[src/rtl/generic_adapt_pkg.sv]
// Shared types and constants for the generic DFE adaptation loop.
package generic_adapt_pkg;
    typedef enum logic [1:0] {
        IDLE    = 2'd0,
        ACQUIRE = 2'd1,
        TRACK   = 2'd2
    } adapt_state_e;

    localparam int DLEV_RESET = 8;
    localparam int CODE_MAX   = 15;
    localparam int NUM_CODES  = 5;
    localparam int HIST_W     = 4;

    typedef logic signed [5:0] vote_t;
endpackage

[src/rtl/generic_vote_counter.sv]
// Sign-sign vote over one parallel word: compares each error bit against the data bit LAG
// positions earlier (LAG=0 compares against the data bit itself, i.e. the dlev vote).
module generic_vote_counter
    import generic_adapt_pkg::*;
#(
    parameter int DATA_W = 16,
    parameter int LAG    = 0
) (
    input  logic [DATA_W-1:0] data,
    input  logic [DATA_W-1:0] err,
    input  logic [HIST_W-1:0] hist,
    input  logic              hist_valid,
    output vote_t             vote
);
    // Previous word's top bits sit below the current word so d[i-k] is ext[i+HIST_W-k].
    logic [DATA_W+HIST_W-1:0] ext;
    assign ext = {data, hist};

    always_comb begin
        vote = '0;
        for (int i = 0; i < DATA_W; i++) begin
            if (data[i] && (i >= LAG || hist_valid)) begin
                if (err[i] == ext[i+HIST_W-LAG]) vote = vote + 6'sd1;
                else                              vote = vote - 6'sd1;
            end
        end
    end
endmodule

[src/rtl/generic_dfe_adapter.sv]
// Sign-sign LMS adaptation of the dlev DAC code and four DFE tap codes,
// with a three-stage vote pipeline and periodic code updates.
module generic_dfe_adapter
    import generic_adapt_pkg::*;
#(
    parameter int DATA_W      = 16,
    parameter int CODE_W      = 4,
    parameter int ACC_W       = 12,
    parameter int PERIOD_LOG2 = 6,
    parameter int ACQ_UPDATES = 16
) (
    input  logic                clock,
    input  logic                reset,
    input  logic                enable,
    input  logic                load,
    input  logic [CODE_W-1:0]   dlev_init,
    input  logic [4*CODE_W-1:0] taps_init,
    input  logic [7:0]          threshold,
    input  logic [DATA_W-1:0]   data_rx,
    input  logic [DATA_W-1:0]   data_dlev,
    output logic [CODE_W-1:0]   dlev_dac,
    output logic [CODE_W-1:0]   dfe_taps_0,
    output logic [CODE_W-1:0]   dfe_taps_1,
    output logic [CODE_W-1:0]   dfe_taps_2,
    output logic [CODE_W-1:0]   dfe_taps_3,
    output logic [1:0]          state,
    output logic                locked,
    output logic                update_strobe
);
    localparam int SUM_W     = ACC_W + 1;
    localparam int ACQ_CNT_W = $clog2(ACQ_UPDATES + 1);
    localparam int ACC_LIM   = 2**(ACC_W-1) - 1;
    localparam logic signed [SUM_W-1:0] SUM_LIM = SUM_W'(ACC_LIM);
    localparam logic signed [ACC_W-1:0] ACC_POS = ACC_W'(ACC_LIM);
    localparam logic signed [ACC_W-1:0] ACC_NEG = -ACC_POS;

    adapt_state_e state_q, state_d;
    logic [DATA_W-1:0] rx1, err1;
    logic [HIST_W-1:0] hist1;
    logic v1, hv1, v2;
    vote_t vote_c [NUM_CODES];
    vote_t vote_q [NUM_CODES];
    logic signed [ACC_W-1:0] acc_q   [NUM_CODES];
    logic signed [ACC_W-1:0] acc_sat [NUM_CODES];
    logic signed [SUM_W-1:0] acc_sum [NUM_CODES];
    logic [CODE_W-1:0] code_q [NUM_CODES];
    logic [CODE_W-1:0] code_d [NUM_CODES];
    logic [PERIOD_LOG2-1:0] word_cnt;
    logic [ACQ_CNT_W-1:0] acq_cnt;
    logic signed [SUM_W-1:0] thr_s;
    logic active, close;

    assign active = enable && !load && (state_q != IDLE);
    assign close  = active && v2 && (word_cnt == '1);
    assign thr_s  = $signed({{(SUM_W-8){1'b0}}, threshold});

    for (genvar k = 0; k < NUM_CODES; k++) begin : g_vote
        generic_vote_counter #(.DATA_W(DATA_W), .LAG(k)) u_vote (
            .data(rx1), .err(err1), .hist(hist1), .hist_valid(hv1), .vote(vote_c[k])
        );
    end

    // Index 0 is dlev; taps only learn once the dlev loop has settled (TRACK).
    always_comb begin
        for (int k = 0; k < NUM_CODES; k++) begin
            acc_sum[k] = {acc_q[k][ACC_W-1], acc_q[k]};
            if (k == 0 || state_q == TRACK) acc_sum[k] = acc_sum[k] + SUM_W'(vote_q[k]);
            if (acc_sum[k] > SUM_LIM)       acc_sat[k] = ACC_POS;
            else if (acc_sum[k] < -SUM_LIM) acc_sat[k] = ACC_NEG;
            else                            acc_sat[k] = acc_sum[k][ACC_W-1:0];
            code_d[k] = code_q[k];
            if (acc_sum[k] > thr_s && code_q[k] != CODE_W'(CODE_MAX)) code_d[k] = code_q[k] + 1'b1;
            else if (acc_sum[k] < -thr_s && code_q[k] != '0)         code_d[k] = code_q[k] - 1'b1;
        end
    end

    always_comb begin
        state_d = state_q;
        if (load || !enable) state_d = IDLE;
        else begin
            case (state_q)
                IDLE:    state_d = ACQUIRE;
                ACQUIRE: if (close && acq_cnt == ACQ_CNT_W'(ACQ_UPDATES-1)) state_d = TRACK;
                default: state_d = state_q;
            endcase
        end
    end

    always_ff @(posedge clock) begin
        if (!reset) state_q <= IDLE;
        else        state_q <= state_d;
    end

    // Any inactive cycle (IDLE, load, enable low) discards everything in flight.
    always_ff @(posedge clock) begin
        if (!reset || !active) begin
            rx1 <= '0; err1 <= '0; hist1 <= '0;
            v1 <= 1'b0; hv1 <= 1'b0; v2 <= 1'b0;
            word_cnt <= '0; acq_cnt <= '0; update_strobe <= 1'b0;
            for (int k = 0; k < NUM_CODES; k++) begin
                vote_q[k] <= '0;
                acc_q[k]  <= '0;
            end
        end else begin
            rx1   <= data_rx;
            err1  <= data_dlev;
            hist1 <= rx1[DATA_W-1 -: HIST_W];
            v1    <= 1'b1;
            hv1   <= v1;
            v2    <= v1;
            for (int k = 0; k < NUM_CODES; k++) vote_q[k] <= vote_c[k];
            update_strobe <= close;
            if (v2) begin
                word_cnt <= word_cnt + 1'b1;
                for (int k = 0; k < NUM_CODES; k++) acc_q[k] <= close ? '0 : acc_sat[k];
                if (close && state_q == ACQUIRE) acq_cnt <= acq_cnt + 1'b1;
            end
        end
    end

    always_ff @(posedge clock) begin
        if (!reset) begin
            code_q[0] <= CODE_W'(DLEV_RESET);
            for (int k = 1; k < NUM_CODES; k++) code_q[k] <= '0;
        end else if (load) begin
            code_q[0] <= dlev_init;
            for (int k = 1; k < NUM_CODES; k++) code_q[k] <= taps_init[(k-1)*CODE_W +: CODE_W];
        end else if (close) begin
            for (int k = 0; k < NUM_CODES; k++) code_q[k] <= code_d[k];
        end
    end

    assign dlev_dac   = code_q[0];
    assign dfe_taps_0 = code_q[1];
    assign dfe_taps_1 = code_q[2];
    assign dfe_taps_2 = code_q[3];
    assign dfe_taps_3 = code_q[4];
    assign state      = state_q;
    assign locked     = (state_q == TRACK);
endmodule
[config.mk]
export PLATFORM = sky130hd
export DESIGN_NAME = generic_dfe_adapter
export DESIGN_NICKNAME = d
export VERILOG_FILES = /design/src/rtl/generic_adapt_pkg.sv /design/src/rtl/generic_vote_counter.sv /design/src/rtl/generic_dfe_adapter.sv
export SDC_FILE = /design/constraint.sdc
export NUM_CORES = 1
export LEC_CHECK = 0
export BUFFER_PORTS_ARGS = -buffer_cell sky130_fd_sc_hd__buf_2
export CAP_MARGIN = 20
export CORE_MARGIN = 2
export CORE_UTILIZATION = 45
export DETAILED_ROUTE_END_ITERATION = 12
export PLACE_DENSITY = 0.65
export SLEW_MARGIN = 20
export SYNTH_ARGS = -nofsm -noshare
export SYNTH_HDL_FRONTEND = slang
export SYNTH_SLANG_ARGS = --single-unit
[constraint.sdc]
create_clock -name clock -period 18.7 [get_ports clock]
set_input_delay 1.87 -clock clock [delete_from_list [all_inputs] [get_ports clock]]
set_output_delay 1.87 -clock clock [all_outputs]
set_load 0.02 [all_outputs]
==> results.ini <==
[yosys]
synth_area_leaders = ha_1, xnor2_1, edfxtp_1
synthesis.area_um2 = 31200
synth_top_family_by_area = adder cells
yosysSeqAreaShare_pct = 12.9
yosys_most_used_dff = dfxtp_1
synth_fp_nets = 4492
synth_top_area_share_pct = 18.0
postSynthAreaPerCell_um2 = 8.05
yosys.area_share.simple_pct = 14.7
synth-xor-area-share_pct = 15.6
ys_async_sr_fraction_pct = 0
synth-seq-cells = 162
synth_edf_count = 80
synth_compound_area_share_pct = 22.4
yosysTopAreaCell = ha_1
ys_types = 89
synth_cells = 3879
yosysWarnings = 0
synthMuxAreaShare_pct = 3.30
synth_fa_ha_area_share_pct = 24.4

[layout]
final_util_pct = 48.3
layout_commonest_cell = ha_1
syn_to_final_growth_pct = 6.16
fin_cells = 4821
nets = 4490
antennaDiodeCount = 0
layout-drive-gt1-share_pct = 7.20
final_cell_mix = ha_1, inv_1, a21oi_1, nand2_1, xnor2_1

[routing]
wl_um = 85700
num_vias = 27500
avgRoutedWirePerCell_um = 17.8
antenna_left = 0
vias_per_cell = 5.70
dr.pass1.iters = 6
drcViolationCount = 0
first_iter_violations = 1954

[sta]
min_period_over_period_pct = 87.5
timing.slew.headroom_pct = 30.0
slew_viol_final = 0
setup_viol = 0
tightest_slew_ps = 1050
rsz0062_at_grt = false
min_period_ps = 16370
setup_tns_ps = 0
final_hold_viol_count = 0
fmax_mhz = 61.1
clock_skew_ps = 20.9

[worst_hold_path]
hold_depth = 1
hp-class = register to register
worstHoldStart = v1$_DFF_P_
min_delay_worst_endpoint = v2$_SDFF_PN0_

[worst_setup_path]
timing.rr.start = rx1[0]$_SDFF_PN0_
slowest_stage = dfxtp_1
critPathCaptureType = register
crit_fanout = 15
crit_type = register to register
cp.required_ps = 19020
reg2reg_slack_ps = 2330
crit_path_start_kind = register
reg2reg_depth = 70
rr_endpoint = vote_q[0][17]$_SDFF_PN0_
cp_data_arrival_time_ps = 16690
slowest_delay_ps = 730
crit_top_cell = ha_1

[placed_design]
dp.cells = 4788
port_buffers = 87
dpl.hpwl_um = 66300
gp_congestion = 0.887

[clock_network]
cts.sinks = 162
h-tree-depth = 4
post-cts-setup-buffers = 0
numCtsBuffers = 17
clock_latency_ps = 470
cts_hold_buffers = 0
clk_pin_slew_ps = 80
clockRootBuffer = clkbuf_16
cts_tree = yes
cts_max_path_buffers = 2
cts.repair.resized = 0

[global_routing]
overflow = 0
grt.total_usage_pct = 24.0
grt_pass1_vias = 26100
antenna_found_initial = 0
grt_pass1_wl_um = 138000
grt_max_degree = 61

[floorplanning]
die_width_um = 267
die-area_um2 = 71600
start_util_pct = 45.5
die_y_um = 267
core.rowCount = 96
io_pins = 88
coreArea_um2 = 68700

[power]
power_density_nw_per_um2 = 27.7
power.leakage_nw = 16.6
vdd_drop_max_v = 0.0000572

[flow_run]
maxCapViolCount = 0

[run_status]
status = complete, no violations

## power breakdown
group / total, mW / switching, mW / internal [mW]
registers: 0.381 / 0.00644 / 0.375
clock network: 0.376 / 0.184 / 0.192
logic: 0.160 / 0.0931 / 0.0667
total: 0.918 / 0.284 / 0.634
## metal layers
metal	routed length, µm	track usage, %
met5	0	0
met4	1240	4.27
met3	4570	3.22
met2	37800	38.4
met1	42000	34.7
## Yosys cell counts (37+ instances only)
cell type / number
nor3_1: 76
xor2_1: 172
inv_1: 390
o211ai_1: 37
nand4_1: 45
mux2i_1: 50
nand3_1: 59
mux2_2: 47
o21bai_1: 45
o21a_1: 84
ha_1: 449
and2_1: 57
nor2b_1: 39
clkbuf_1: 95
fa_1: 100
o21ai_0: 187
a21o_1: 120
xnor2_1: 280
dfxtp_1: 82
nand2b_1: 44
a21oi_1: 327
nor2_1: 223
nand2_1: 292
edfxtp_1: 80
## layout make-up
| cell class | count | area, µm² |
|---|---|---|
| multi-input cells | 3166 | 25100 |
| clock buffers | 18 | 450 |
| flip-flops and latches | 162 | 4050 |
| well taps | 931 | 1160 |
| fillers | 6783 | 35500 |
| inverters | 406 | 1530 |
| repair buffers | 124 | 711 |
| clock inverters | 14 | 149 |
## kinds of logic after synthesis
family | Yosys count
buffers and inverters | 551
adders and majority gates | 549
AOI/OAI and AO/OA | 1075
DFF | 162
and+or+nand+nor | 952
xor gates and xnor gates | 493
muxes | 97
## per-stage QoR
| step | setup slack (ps) | hold slack [ps] | area (µm²) | power, mW |
|---|---|---|---|---|
| after global placement | 2810 | 411 | 32600 | 0.545 |
| after detailed placement | 2430 | 414 | 32600 | 0.548 |
| after floorplan | 4450 | 406 | 31200 | 0.505 |
| after CTS | 2340 | 433 | 33200 | 0.922 |
| final | 2330 | 431 | 33200 | 0.918 |
| after global routing | 1010 | 437 | 33200 | 0.954 |
## flip-flops by register name, indices dropped and copies added (netlist names)
signal / flops
code_q: 20
v1: 1
word_cnt: 6
acc_q: 60
acq_cnt: 5
vote_q: 30
err1: 16
state: 2
hist1: 4
rx1: 16
v2: 1
update_strobe: 1
## worst max-delay path by stage
stage | start | to | cells past startpoint
6_report | rx1[0]$_SDFF_PN0_ | vote_q[0][17]$_SDFF_PN0_ | 70
5_1_grt | rx1[0]$_SDFF_PN0_ | vote_q[0][17]$_SDFF_PN0_ | 72
4_1_cts | rx1[0]$_SDFF_PN0_ | vote_q[0][17]$_SDFF_PN0_ | 70
3_5_place_dp | rx1[0]$_SDFF_PN0_ | vote_q[0][17]$_SDFF_PN0_ | 70
3_3_place_gp | rx1[0]$_SDFF_PN0_ | vote_q[0][11]$_SDFF_PN0_ | 69
2_1_floorplan | rx1[0]$_SDFF_PN0_ | vote_q[0][17]$_SDFF_PN0_ | 76
## critical path, delay by kind of cell, from the launching register on
family	cells	cell delay, ps
adder cells (fa/ha/maj)	15	5550
AO/OA/AOI/OAI	23	4500
AND/OR/NAND/NOR	16	2450
XOR/XNOR	9	1490
multiplexers	3	850
flip-flops	1	730
buffers and inverters	4	650
No activity file was read; power rests on OpenSTA's default activity.
